$ cat src/rtl/jzjpcc_redirect_ctrl_if.sv
// rtl/jzjpcc_redirect_ctrl_if.sv - execute-stage redirect bus between pipeline and redirect controller
interface jzjpcc_redirect_ctrl_if;
    logic        exValid;
    logic        exIsBranch;
    logic        exIsJal;
    logic        exIsJalr;
    logic [2:0]  funct3;
    logic [31:0] rs1Value;
    logic [31:0] rs2Value;
    logic [31:0] immediate;
    logic [31:2] exPC;
    logic        fetchStall;
    logic        pcWriteEnable;
    logic [31:2] newPC;
    logic        flushFetch;
    logic        flushDecode;
    logic        misalignedTarget;
    logic [31:0] redirectCount;

    // Pipeline side: drives the execute-stage instruction, receives the redirect
    modport master (
        output exValid, exIsBranch, exIsJal, exIsJalr, funct3,
        output rs1Value, rs2Value, immediate, exPC, fetchStall,
        input  pcWriteEnable, newPC, flushFetch, flushDecode,
        input  misalignedTarget, redirectCount
    );

    // Controller side
    modport slave (
        input  exValid, exIsBranch, exIsJal, exIsJalr, funct3,
        input  rs1Value, rs2Value, immediate, exPC, fetchStall,
        output pcWriteEnable, newPC, flushFetch, flushDecode,
        output misalignedTarget, redirectCount
    );
endinterface

$ cat src/rtl/jzjpcc_redirect_ctrl.sv
// rtl/jzjpcc_redirect_ctrl.sv - branch/jump resolution and PC redirect controller with stall hold-off
module jzjpcc_redirect_ctrl (
    input  logic               clock,
    input  logic               reset,
    jzjpcc_redirect_ctrl_if.slave bus
);

    typedef enum logic {
        IDLE    = 1'b0,
        PENDING = 1'b1
    } state_t;

    state_t      state;
    logic [31:2] pending_pc;
    logic        misaligned_q;
    logic [31:0] count_q;

    logic        condition;
    logic        taken;
    logic [31:0] target;
    logic        misaligned;
    logic        redirect_now;

    logic        pc_we;
    logic [31:2] new_pc;
    logic        flush;

    // Evaluate the branch condition selected by funct3; reserved encodings never take
    always_comb begin
        condition = 1'b0;
        case (bus.funct3)
            3'b000:  condition = (bus.rs1Value == bus.rs2Value);
            3'b001:  condition = (bus.rs1Value != bus.rs2Value);
            3'b100:  condition = ($signed(bus.rs1Value) <  $signed(bus.rs2Value));
            3'b101:  condition = ($signed(bus.rs1Value) >= $signed(bus.rs2Value));
            3'b110:  condition = (bus.rs1Value <  bus.rs2Value);
            3'b111:  condition = (bus.rs1Value >= bus.rs2Value);
            default: condition = 1'b0;
        endcase
    end

    // Resolve direction and target; jalr outranks jal, which outranks branch
    always_comb begin
        target = '0;
        taken  = 1'b0;
        if (bus.exIsJalr) begin
            target = (bus.rs1Value + bus.immediate) & 32'hFFFF_FFFE;
            taken  = bus.exValid;
        end else if (bus.exIsJal) begin
            target = {bus.exPC, 2'b00} + bus.immediate;
            taken  = bus.exValid;
        end else if (bus.exIsBranch) begin
            target = {bus.exPC, 2'b00} + bus.immediate;
            taken  = bus.exValid & condition;
        end
    end

    // Bit 0 is already cleared, so only bit 1 can make a word target misaligned
    assign misaligned   = target[1];
    assign redirect_now = (state == IDLE) && taken && !misaligned;

    // Redirect outputs are combinational so the PC sees the target in the resolving cycle;
    // reset forces them quiet even though the execute inputs may look taken
    always_comb begin
        pc_we  = 1'b0;
        new_pc = '0;
        flush  = 1'b0;
        if (!reset) begin
            if (state == PENDING) begin
                pc_we  = 1'b1;
                new_pc = pending_pc;
                flush  = 1'b1;
            end else if (redirect_now) begin
                pc_we  = 1'b1;
                new_pc = target[31:2];
                flush  = 1'b1;
            end
        end
    end

    // FSM: hold a stalled redirect until the PC accepts it, count accepted redirects,
    // and pulse the misaligned trap for one cycle
    always_ff @(posedge clock or posedge reset) begin
        if (reset) begin
            state        <= IDLE;
            pending_pc   <= '0;
            misaligned_q <= 1'b0;
            count_q      <= '0;
        end else begin
            misaligned_q <= 1'b0;
            case (state)
                IDLE: begin
                    if (taken && misaligned) begin
                        misaligned_q <= 1'b1;
                    end else if (redirect_now) begin
                        if (bus.fetchStall) begin
                            pending_pc <= target[31:2];
                            state      <= PENDING;
                        end else begin
                            count_q <= count_q + 32'd1;
                        end
                    end
                end
                PENDING: begin
                    if (!bus.fetchStall) begin
                        count_q <= count_q + 32'd1;
                        state   <= IDLE;
                    end
                end
                default: state <= IDLE;
            endcase
        end
    end

    assign bus.pcWriteEnable    = pc_we;
    assign bus.newPC            = new_pc;
    assign bus.flushFetch       = flush;
    assign bus.flushDecode      = flush;
    assign bus.misalignedTarget = misaligned_q;
    assign bus.redirectCount    = count_q;

endmodule

$ cat src/flat_wrapper.sv
// flat-port wrapper written by rule: the top's interface ports become plain ports
module jzjpcc_redirect_ctrl_flat 
  (clock, reset, bus_exValid, bus_exIsBranch, bus_exIsJal, bus_exIsJalr, bus_funct3, bus_rs1Value, bus_rs2Value, bus_immediate, bus_exPC, bus_fetchStall, bus_pcWriteEnable, bus_newPC, bus_flushFetch, bus_flushDecode, bus_misalignedTarget, bus_redirectCount);
  jzjpcc_redirect_ctrl_if bus_i ();
  input  logic clock;
  input  logic reset;
  input wire logic [$bits(bus_i.exValid)-1:0] bus_exValid;
  input wire logic [$bits(bus_i.exIsBranch)-1:0] bus_exIsBranch;
  input wire logic [$bits(bus_i.exIsJal)-1:0] bus_exIsJal;
  input wire logic [$bits(bus_i.exIsJalr)-1:0] bus_exIsJalr;
  input wire logic [$bits(bus_i.funct3)-1:0] bus_funct3;
  input wire logic [$bits(bus_i.rs1Value)-1:0] bus_rs1Value;
  input wire logic [$bits(bus_i.rs2Value)-1:0] bus_rs2Value;
  input wire logic [$bits(bus_i.immediate)-1:0] bus_immediate;
  input wire logic [$bits(bus_i.exPC)-1:0] bus_exPC;
  input wire logic [$bits(bus_i.fetchStall)-1:0] bus_fetchStall;
  output wire logic [$bits(bus_i.pcWriteEnable)-1:0] bus_pcWriteEnable;
  output wire logic [$bits(bus_i.newPC)-1:0] bus_newPC;
  output wire logic [$bits(bus_i.flushFetch)-1:0] bus_flushFetch;
  output wire logic [$bits(bus_i.flushDecode)-1:0] bus_flushDecode;
  output wire logic [$bits(bus_i.misalignedTarget)-1:0] bus_misalignedTarget;
  output wire logic [$bits(bus_i.redirectCount)-1:0] bus_redirectCount;
  assign bus_i.exValid = bus_exValid;
  assign bus_i.exIsBranch = bus_exIsBranch;
  assign bus_i.exIsJal = bus_exIsJal;
  assign bus_i.exIsJalr = bus_exIsJalr;
  assign bus_i.funct3 = bus_funct3;
  assign bus_i.rs1Value = bus_rs1Value;
  assign bus_i.rs2Value = bus_rs2Value;
  assign bus_i.immediate = bus_immediate;
  assign bus_i.exPC = bus_exPC;
  assign bus_i.fetchStall = bus_fetchStall;
  assign bus_pcWriteEnable = bus_i.pcWriteEnable;
  assign bus_newPC = bus_i.newPC;
  assign bus_flushFetch = bus_i.flushFetch;
  assign bus_flushDecode = bus_i.flushDecode;
  assign bus_misalignedTarget = bus_i.misalignedTarget;
  assign bus_redirectCount = bus_i.redirectCount;
  jzjpcc_redirect_ctrl u_core (.clock(clock), .reset(reset), .bus(bus_i));
endmodule
$ cat config.mk
export PLATFORM = sky130hd
export DESIGN_NAME = jzjpcc_redirect_ctrl_flat
export DESIGN_NICKNAME = d
export VERILOG_FILES = /design/src/rtl/jzjpcc_redirect_ctrl_if.sv /design/src/rtl/jzjpcc_redirect_ctrl.sv /design/src/flat_wrapper.sv
export SDC_FILE = /design/constraint.sdc
export NUM_CORES = 1
export LEC_CHECK = 0
export CAP_MARGIN = 20
export CELL_PAD_IN_SITES_DETAIL_PLACEMENT = 0
export CELL_PAD_IN_SITES_GLOBAL_PLACEMENT = 1
export CORE_AREA = 2 2 143 145
export CTS_CLUSTER_DIAMETER = 200
export CTS_CLUSTER_SIZE = 8
export DETAILED_ROUTE_END_ITERATION = 12
export DIE_AREA = 0 0 145 147
export HOLD_SLACK_MARGIN = 0.03
export PLACE_DENSITY_LB_ADDON = 0.08
export SLEW_MARGIN = 20
export SYNTH_ARGS = -nofsm -noshare
export SYNTH_HDL_FRONTEND = slang
export SYNTH_SLANG_ARGS = --single-unit
$ cat constraint.sdc
create_clock -name clock -period 6.1 [get_ports clock]
set_input_delay 1.22 -clock clock [delete_from_list [all_inputs] [get_ports clock]]
set_output_delay 1.22 -clock clock [all_outputs]
set_load 0.05 [all_outputs]
Word-level counts from Yosys, hierarchy flattened --
Index checks and enable logic that the tools add are counted.
Operators by class: $add $sub $neg 3, order comparisons 4, equal/unequal tests 9, mux-type cells 23, bitwise logic cells 3, reductions and logical operators 7
Operator list (count):
- 2-to-1 mux 32 bit | 6
- 2-to-1 mux 30 bit | 3
- adder 32 bit | 2
- greater-or-equal comparator 32 bit | 2
- < comparator 32 bit | 2
- case mux 32 bit (2 select lines) | 1
- adder 32 x 1 -> 32 bit, second input constant | 1
- equality test 32 bit | 1
- inequality test 32 bit | 1
- equality test 3 bit, second input constant | 4
- 2-to-1 mux 1 bit | 11
- case mux 1 bit (6 select lines) | 1
- AND reduction 4 bit | 1
- equality test 3 x 1 -> 1 bit, second input constant | 1
- logical AND 1 bit | 3
- zero test 3 bit | 1
- inequality test 2 x 1 -> 1 bit, second input constant | 1
- inequality test 2 bit, second input constant | 1
- NOT 1 bit | 2
- case mux 1 bit (2 select lines) | 1
- AND reduction 2 bit | 1
- AND 1 bit | 1
- zero test 1 bit | 1
Word-level totals: bits in registers 64, bits of input ports 136, output and inout port bits 66, logic and storage cells 53

Logic depth before layout (Yosys ltp) --
Gate-level depths: netlist of run 1.
word-level depth 11, mapped depth 14, depth with buffers taken out 12

Least setup slack after synthesis of run 1 --
OpenSTA, ideal clock, no wires.
path type input to output, from in bus_rs2Value[1], to out bus_newPC[7], data arrival time 4.723 ns, data required time 4.880 ns, setup slack 0.157 ns, cell stages on the path 14, buffers on the path 2, path through inv_1 ha_1 nor2b_1 o211ai_1 a2111o_1 a31oi_1 mux2_4 o32a_1 o211a_2 or2_1 buf_6 buf_6 or3_1 a21oi_1
On the way: longest elaborated chain between the ends 11, elaborated cells on any way between the ends 16, classes of those cells 4 x order compare; 2 x eq/ne; 7 x mux; 1 x bitwise; 2 x reduce/logical
RTL lines:
- from (decl) | RTL line flat_wrapper.sv:13 | input wire logic [$bits(bus_i.rs2Value)-1:0] bus_rs2Value;
- greater-or-equal comparator 32 bit, or another cell as far along | RTL line jzjpcc_redirect_ctrl.sv:37 | 3'b111: condition = (bus.rs1Value >= bus.rs2Value);
- case mux 1 bit (6 select lines) * | RTL line jzjpcc_redirect_ctrl.sv:31 | case (bus.funct3)
- AND 1 bit * | RTL line jzjpcc_redirect_ctrl.sv:54 | taken = bus.exValid & condition;
- 2-to-1 mux 1 bit * | RTL line jzjpcc_redirect_ctrl.sv:52 | end else if (bus.exIsBranch) begin
- 2-to-1 mux 1 bit * | RTL line jzjpcc_redirect_ctrl.sv:49 | end else if (bus.exIsJal) begin
- 2-to-1 mux 1 bit * | RTL line jzjpcc_redirect_ctrl.sv:46 | if (bus.exIsJalr) begin
- logical AND 1 bit * (2 in series) | RTL line jzjpcc_redirect_ctrl.sv:60 | assign redirect_now = (state == IDLE) && taken && !misaligned;
- 2-to-1 mux 30 bit * | RTL line jzjpcc_redirect_ctrl.sv:73 | end else if (redirect_now) begin
- 2-to-1 mux 30 bit * | RTL line jzjpcc_redirect_ctrl.sv:69 | if (state == PENDING) begin
- 2-to-1 mux 30 bit * | RTL line jzjpcc_redirect_ctrl.sv:68 | if (!reset) begin
- to (decl) | RTL line flat_wrapper.sv:18 | output wire logic [$bits(bus_i.newPC)-1:0] bus_newPC;
Every way passes the cells marked *; elsewhere a longest branch is shown, timed or not.

Worst setup path in the final report of run 1 --
from in bus_rs2Value[11], to out bus_newPC[8]
Same word-level chain as after synthesis.

==> results of run 1 <==
[cells in the mapped netlist (6+ instances only)]
cell      instances  share of area, %
inv_1            48               2.6
xnor2_1          57               7.1
xor2_1           29               3.6
ha_1             92                16
a22o_1           11               1.4
o22ai_1          11              0.98
nor2b_1          10              0.89
nand3_1          23               1.6
nor3_1           15               1.1
mux2_2           12               1.9
o21ai_1           7              0.50
a21o_1           26               2.8
nor4_1            6              0.53
o21ai_0          41               2.9
or3_1            18               1.6
o21a_1            7              0.75
nor2_1           63               3.4
nand2_1          61               3.3
and3_1           11              0.98
dfrtp_1          64                23
a211oi_1         10               1.1
clkbuf_1         19               1.0
a21oi_1         103               7.3
o21bai_1         11               1.2
a22oi_1          16               1.7
nand4_1          23               2.0
[critical path, delay by kind of cell]
| family | cells | cell delay (ns) |
|---|---|---|
| AND/OR/NAND/NOR | 3 | 0.80 |
| buffers and inverters | 5 | 0.90 |
| adder cells (fa/ha/maj) | 1 | 0.27 |
| multiplexers | 1 | 0.32 |
| AO/OA/AOI/OAI | 5 | 1.25 |
[how the worst max path moves through the flow]
stage                                start       endpoint  slack (ns)  depth (start not counted)
after global routing      bus_rs2Value[11]   bus_newPC[8]       -0.04                         17
after detailed placement  bus_rs2Value[25]   bus_newPC[6]       -0.64                         15
after floorplan            bus_rs2Value[1]   bus_newPC[7]        0.16                         14
after CTS                 bus_rs2Value[19]  bus_newPC[14]       0.005                         17
after global placement    bus_rs2Value[25]   bus_newPC[5]       -0.57                         15
final                     bus_rs2Value[11]   bus_newPC[8]        0.10                         15
[timing repair]
action,in CTS,in global routing
hold buffers,0,0
buffers inserted,4,3
pin swaps,13,28
resized for setup,25,62
endpoints found under the setup margin,33,30
[registers in the layout (all words and copies together), names as in the netlist]
name,flops
u_core.bus.redirectCount,32
u_core.pending_pc,30
u_core.bus.misalignedTarget,1
u_core.state,1
[metal layers]
| layer | GRT usage (%) | up-vias | share of wire (%) |
|---|---|---|---|
| li1 | - | 3751 | - |
| met3 | 2.48 | 23 | 4.8 |
| met2 | 35.3 | 187 | 47 |
| met1 | 29.2 | 3485 | 47 |
| met4 | 5.25 | 0 | 1.5 |
| met5 | 0 | - | 0 |
[logic make-up after synthesis]
| family | Yosys count | share of synthesized area [%] |
|---|---|---|
| AOI/OAI and AO/OA | 282 | 25.4 |
| xor gates and xnor gates | 86 | 10.7 |
| adders and majority gates | 94 | 16.9 |
| buffers and inverters | 77 | 4.50 |
| DFF | 64 | 22.8 |
| muxes | 13 | 2.14 |
| and+or+nand+nor | 250 | 17.5 |
[area by class of cell]
class / count / share of cell area [%]
Sequential cell: 64 / 14.6
Tap cell: 270 / 3.07
Clock inverter: 7 / 0.944
Timing Repair Buffer: 293 / 28.0
Multi-Input combinational cell: 725 / 49.7
Clock buffer: 9 / 2.05
Inverter: 48 / 1.64
[report_power, final]
part           internal (mW)  total, mW  leakage (nW)  switching, mW
sequential             0.517      0.577         0.810         0.0602
clock                  0.362      0.567         0.160          0.205
combinational          0.513       1.09          3.92          0.576
total                   1.39       2.23          4.89          0.841
[metrics by stage]
step / hold WS (ns) / worst slack, ns / instance area (um^2) / power [mW]
floorplan: 0.481 / 0.157 / 7030 / 1.19
global placement: 0.457 / -0.571 / 10200 / 1.62
detailed placement: 0.467 / -0.639 / 10200 / 1.63
CTS: 0.475 / 0.00510 / 10700 / 2.21
global route: 0.492 / -0.0386 / 11000 / 2.36
finish: 0.472 / 0.100 / 11000 / 2.23
==> results_dict.tcl, run 1 <==
set metrics [dict create \
    yosysUniqueCellTypes 62 \
    fin_nets 1371 \
    path_class "input pin to output pin" \
    p_per_area_nw_per_um2 203 \
    ant_nets 0 \
    final_layout_size_suffix_gt1_share_pct 19.0 \
    synth_fp_nets 1096 \
    drt_iter0_markers 416 \
    hold_class "register to register" \
    seqCellArea_um2 1600 \
    vias 7446 \
    io_buffer_count 201 \
    slew_headroom_pct 29.2 \
    routed_wl_um 23300 \
    min_from "u_core.bus.redirectCount[31]" \
    antenna_found_initial 0 \
    synth_warnings 0 \
    peakVddDrop_v 0.000166 \
    fin_crit_ns 6.00 \
    start_kind "input pin" \
    root_buffer "clkbuf_16" \
    crit_chain "clkdlybuf4s50_1, inv_1, ha_4, nand4_1, a2111o_1, a31oi_4, mux2_4, o32a_1, o211a_2, or2_4, buf_6, or3_4, a21oi_2, buf_4, buf_12" \
    syn_avg_cell_area_um2 8.12 \
    hpwl_um 19100 \
    endpoint_kind "output pin" \
    ys.flop_type "dfrtp_1" \
    seq_area_frac_synth_pct 22.8 \
    antenna_cells 0 \
    max_stage_delay_ns 0.45 \
    r2r_slack_ns 3.64 \
    setup_violations 0 \
    layout_common_cells "149 x clkdlybuf4s50_1, 89 x buf_4, 84 x a21oi_1, 81 x ha_1, 64 x dfrtp_1" \
    grt_usage_pct 21.1 \
    hold_viol_final 0 \
    worstPathArrival_ns 4.78 \
    cts.sinks 64 \
    layout.cells.non_filler 1416 \
    cts_tree "done" \
    drv_cap 0 \
    via_per_inst 5.26 \
    total_leakage_power_nw 4.89 \
    r2r-start "u_core.bus.redirectCount[8]" \
    ys_seq_elements 64 \
    cts.path.max_buffers 2 \
    start_util_pct 35.4 \
    synth_edf_count 0 \
    hold_depth 1 \
    clock_latency_ns 0.34 \
    clkTransAtPathRegs_ns 0.06 \
    status "finished clean" \
    multi_input_area_um2 5470 \
    reg2reg_depth 10 \
    syn_inst 866 \
    path_max_fanout 6 \
    tightest_slew_ns 1.06 \
    grt_pass1_wl_um 36500 \
    cts.htree.levels 3 \
    fillers 1853 \
    grt_start_max_net_pins 38 \
    fin_crit_sh_pct 98.4 \
    rr_endpoint "u_core.bus.redirectCount[31]" \
    post-route-util_pct 55.4 \
    numCtsBuffers 9 \
    drc 0 \
    gr-total-overflow 0 \
    pin_count 202 \
    slew_violations 0 \
    finalWeightedCongestion 0.872 \
    placed_cells 1393 \
    mappedNetlistArea_um2 7030 \
    hold_end "u_core.bus.redirectCount[31]" \
    areaGrowthSynthToFinish_pct 56.5 \
    timing.setup.tns_ns 0 \
    synth_async_sr_flop_share_pct 100 \
    final_common_cell "clkdlybuf4s50_1" \
    dr.pass1.iters 5 \
    grt_pass1_vias 7175 \
    die_h_um 147 \
    coreArea_um2 19800 \
    fmax_mhz 167 \
    die_w_um 145 \
    wl_per_cell_um 16.5 \
    finClkSkew_ns 0.00832 \
    crit_slowest_cell "clkdlybuf4s50_1" \
    dieArea_um2 21300 \
    required_ns 4.88 \
    rows 52 \
]
(Power assumes the default switching activity.)
==> inputs of run 2 (changes only) <==
- MAX_ROUTING_LAYER: unset -> met4
==> run 2 against run 1 <==
Effect of this change:
- die area unchanged
- sequential cell count unchanged
- clock power about the same
- critical path type unchanged
- sequential share of layout area stayed put
- clock-buffer cell count unchanged
- worst hold slack hardly changed
- first-iteration DRC count down 15%
- final cell count unchanged
- via count grew 0.13%
- global-route usage rose by 0.63 points
- clock skew is essentially flat
==> results_dict.tcl, run 2 (synthesized netlist as in run 1, its figures left out) <==
set metrics [dict create \
    ant_nets 0 \
    coreArea_um2 19800 \
    die_w_um 145 \
    fin_nets 1371 \
    pin_count 202 \
    cts.htree.levels 3 \
    path_max_fanout 6 \
    finalWeightedCongestion 0.886 \
    start_util_pct 35.4 \
    hpwl_um 19100 \
    die_h_um 147 \
    via_per_inst 5.27 \
    hold_viol_final 0 \
    clkTransAtPathRegs_ns 0.06 \
    clock_latency_ns 0.34 \
    wl_per_cell_um 16.5 \
    reg2reg_depth 10 \
    fin_crit_ns 6.00 \
    vias 7456 \
    drv_cap 0 \
    total_leakage_power_nw 4.89 \
    drc 0 \
    r2r_slack_ns 3.65 \
    dr.pass1.iters 5 \
    fin_crit_sh_pct 98.4 \
    final_common_cell "clkdlybuf4s50_1" \
    fmax_mhz 167 \
    routed_wl_um 23300 \
    cts.sinks 64 \
    finClkSkew_ns 0.00880 \
    hold_class "register to register" \
    multi_input_area_um2 5470 \
    rows 52 \
    power_mw 2.23 \
    endpoint_kind "output pin" \
    cts.path.max_buffers 2 \
    p_per_area_nw_per_um2 203 \
    worstPathArrival_ns 4.78 \
    layout_common_cells "149 x clkdlybuf4s50_1, 89 x buf_4, 84 x a21oi_1, 81 x ha_1, 64 x dfrtp_1" \
    largest_register_ffs 32 \
    tightest_slew_ns 1.06 \
    gr-total-overflow 0 \
    antenna_cells 0 \
    start_kind "input pin" \
    dieArea_um2 21300 \
    slew_headroom_pct 29.0 \
    grt_start_max_net_pins 38 \
    required_ns 4.88 \
    antenna_found_initial 0 \
    numCtsBuffers 9 \
    hold_depth 1 \
    grt_pass1_wl_um 36500 \
    slew_violations 0 \
    io_buffer_count 201 \
    areaGrowthSynthToFinish_pct 56.5 \
    fillers 1853 \
    status "finished clean" \
    final_layout_size_suffix_gt1_share_pct 19.0 \
    drt_iter0_markers 354 \
    seqCellArea_um2 1600 \
    grt_usage_pct 21.7 \
    setup_violations 0 \
    path_class "input pin to output pin" \
    peakVddDrop_v 0.000165 \
    cts_tree "done" \
    timing.setup.tns_ns 0 \
    root_buffer "clkbuf_16" \
    grt_pass1_vias 7183 \
]
## run 2: worst max-delay path, cell delays in order
cell and delay (ns):
clkdlybuf4s50_1 0.45, inv_1 0.06, ha_4 0.27, nand4_1 0.20, a2111o_1 0.44, a31oi_4 0.24, mux2_4 0.32, o32a_1 0.29
o211a_2 0.14, or2_4 0.24, buf_6 0.13, or3_4 0.36, a21oi_2 0.14, buf_4 0.13, buf_12 0.13
## run 2: power by group
part	total, mW	internal, mW	switching [mW]
registers	0.577	0.517	0.0603
clock network	0.565	0.362	0.204
logic	1.09	0.513	0.575
total	2.23	1.39	0.839
## run 2: stage by stage
| step | setup slack (ns) | util, % | area, um^2 | hold slack [ns] | cells |
|---|---|---|---|---|---|
| finish | 0.100 | 55.4 | 11000 | 0.472 | 1416 |
| global route | -0.0386 | 55.4 | 11000 | 0.492 | 1416 |
| CTS | 0.00510 | 53.9 | 10700 | 0.475 | 1413 |
| detailed placement | -0.639 | 51.5 | 10200 | 0.467 | 1393 |
| global placement | -0.571 | 51.5 | 10200 | 0.457 | 1393 |
| floorplan | 0.157 | - | 7030 | 0.481 | 866 |
## run 2: layout make-up
class,instances,share of cell area [%]
Sequential cell,64,14.6
Multi-Input combinational cell,725,49.7
Clock inverter,7,0.944
Tap cell,270,3.07
Clock buffer,9,2.05
Timing Repair Buffer,293,28.0
Inverter,48,1.64
## run 2: layer usage
layer  GRT usage, %  up-vias  wire length [um]
met3           2.42       24              1130
met1           29.2     3475             11000
met5              -        -                 0
met4           5.25        0               358
met2           35.3      205             10900
li1               -     3752                 -
## run 2: final timing paths
path / startpoint / end
worst max-delay path: bus_rs2Value[11] / bus_newPC[8]
worst min-delay path: u_core.bus.redirectCount[31] / u_core.bus.redirectCount[31]
worst max register to register: u_core.bus.redirectCount[8] / u_core.bus.redirectCount[31]
worst min register to register: u_core.bus.redirectCount[31] / u_core.bus.redirectCount[31]
max in group asynchronous: reset / u_core.bus.redirectCount[6]
min in group asynchronous: reset / u_core.pending_pc[13]
## run 2: timing repair
| item | CTS | global route |
|---|---|---|
| gates resized for setup | 25 | 62 |
| pin swaps | 13 | 28 |
| hold buffers | 0 | 0 |
| gates cloned | 0 | 0 |
| buffers inserted | 4 | 3 |
| setup endpoints to repair | 33 | 30 |
==> inputs of run 3 (changes only) <==
- clock period: 6.1 -> 6.7 ns (I/O delays scaled with it)
==> run 3 against run 2 <==
Effect of this change:
- critical path depth is 1 higher
- largest power group unchanged
- clock-buffer cell count stayed put
- critical endpoint is now bus_newPC[6]
- sequential share of layout area is 1.2 points higher
- global-route usage is 0.48 points higher
- setup slack better by 0.058 ns
==> results_dict.tcl, run 3 (synthesized netlist as in run 1, its figures left out) <==
set metrics [dict create \
    status "finished clean" \
    grt_setup_unrepaired "false" \
    post-route-util_pct 51.3 \
    critPathLaunch "bus_rs2Value[25]" \
    p_per_area_nw_per_um2 193 \
    ant_nets 0 \
    root_buffer "clkbuf_16" \
    grt_usage_pct 22.2 \
    cts.sinks 64 \
    layout.cells.non_filler 1353 \
    path_max_fanout 9 \
    place_area_um2 9790 \
    reg2reg_depth 10 \
    via_per_inst 5.28 \
    final_common_cell "clkdlybuf4s50_1" \
    grt_pass1_wl_um 37300 \
    start_util_pct 35.4 \
    layout_setup_ws_ns 0.159 \
    power_mw 1.96 \
    coreArea_um2 19800 \
    drv_cap 0 \
    slew_headroom_pct 31.0 \
    total_leakage_power_nw 4.40 \
    cts_tree "done" \
    seqCellArea_um2 1600 \
    fmax_mhz 153 \
    gr-total-overflow 0 \
    die_h_um 147 \
    largest_register_ffs 32 \
    start_kind "input pin" \
    hpwl_um 19200 \
    fin_crit_sh_pct 97.6 \
    required_ns 5.36 \
    rr_endpoint "u_core.bus.redirectCount[31]" \
    wl_per_cell_um 17.1 \
    slew_violations 0 \
    drt_iter0_markers 437 \
    die_w_um 145 \
    fillers 1892 \
    dr.pass1.iters 5 \
    fin_nets 1308 \
    placed_cells 1335 \
    crit_end "bus_newPC[6]" \
    vias 7148 \
    pin_count 202 \
    cts.htree.levels 3 \
    r2r-start "u_core.bus.redirectCount[8]" \
    dieArea_um2 21300 \
    setup_violations 0 \
    layout_common_cells "168 x clkdlybuf4s50_1, 98 x a21oi_1, 92 x ha_1, 63 x nor2_1, 63 x dfrtp_1" \
    io_buffer_count 201 \
    hold_class "register to register" \
    timing.setup.tns_ns 0 \
    grt_pass1_vias 7047 \
    finalWeightedCongestion 0.902 \
    areaGrowthSynthToFinish_pct 44.9 \
    routed_wl_um 23200 \
    postCtsHoldBufs 0 \
    tightest_slew_ns 1.03 \
    hold_slack_ns 0.475 \
    clock_latency_ns 0.33 \
    post-place-ws_ns 0.0738 \
    antenna_found_initial 0 \
    hold_viol_final 0 \
    path_class "input pin to output pin" \
    cts.path.max_buffers 2 \
    clkTransAtPathRegs_ns 0.06 \
    r2r_slack_ns 4.21 \
    worstPathArrival_ns 5.20 \
    fin_crit_ns 6.54 \
    drc 0 \
    fin_area_um2 10200 \
    peakVddDrop_v 0.000145 \
    antenna_cells 0 \
    multi_input_area_um2 5180 \
    rows 52 \
    finClkSkew_ns 0.00467 \
    endpoint_kind "output pin" \
    final_layout_size_suffix_gt1_share_pct 10.4 \
    numCtsBuffers 9 \
    grt_start_max_net_pins 38 \
]
run 3: report_power, final:
group	switching (mW)	leakage (nW)	internal (mW)	total, mW
logic	0.499	3.43	0.420	0.919
clock network	0.186	0.158	0.330	0.516
registers	0.0573	0.808	0.471	0.528
run 3: what timing repair did:
action                     CTS  global route
setup endpoints to repair    0            30
gates resized for setup      0            15
setup buffers                0             1
run 3: metal layers:
metal / GRT usage (%) / part of all wire (%) / vias to the layer above
met4: 4.11 / 1.4 / 0
met2: 36.0 / 46 / 212
met3: 2.52 / 5.0 / 24
met1: 30.4 / 48 / 3287
met5: - / 0 / -
li1: - / - / 3625
run 3: worst max-delay path, cell delays in order:
cell             delay [ns]
clkdlybuf4s50_1        0.45
inv_1                  0.04
ha_1                   0.28
nand4_1                0.26
nor4_2                 0.37
buf_4                  0.16
nor2_1                 0.04
a31oi_2                0.21
mux2_4                 0.33
o32a_1                 0.35
o211a_2                0.14
or2_1                  0.26
buf_4                  0.18
or3_1                  0.34
a21oi_1                0.26
buf_12                 0.19
run 3: worst min-delay path by stage:
stage                     cells past startpoint                            to                         start  slack [ns]
after floorplan                               1         u_core.pending_pc[12]         u_core.pending_pc[12]        0.48
after global placement                        1  u_core.bus.redirectCount[31]  u_core.bus.redirectCount[31]        0.46
after detailed placement                      1  u_core.bus.redirectCount[31]  u_core.bus.redirectCount[31]        0.47
after CTS                                     1  u_core.bus.redirectCount[31]  u_core.bus.redirectCount[31]        0.48
after global routing                          1  u_core.bus.redirectCount[31]  u_core.bus.redirectCount[31]        0.51
final                                         1  u_core.bus.redirectCount[31]  u_core.bus.redirectCount[31]        0.47
run 3: final cells by class:
type	instances	share of cell area (%)
timing repair buffer	230	25.1
inverter	48	1.77
tap	270	3.32
sequential	64	15.7
clock inverter	7	1.03
multi-input combinational	725	50.8
clock buffer	9	2.21
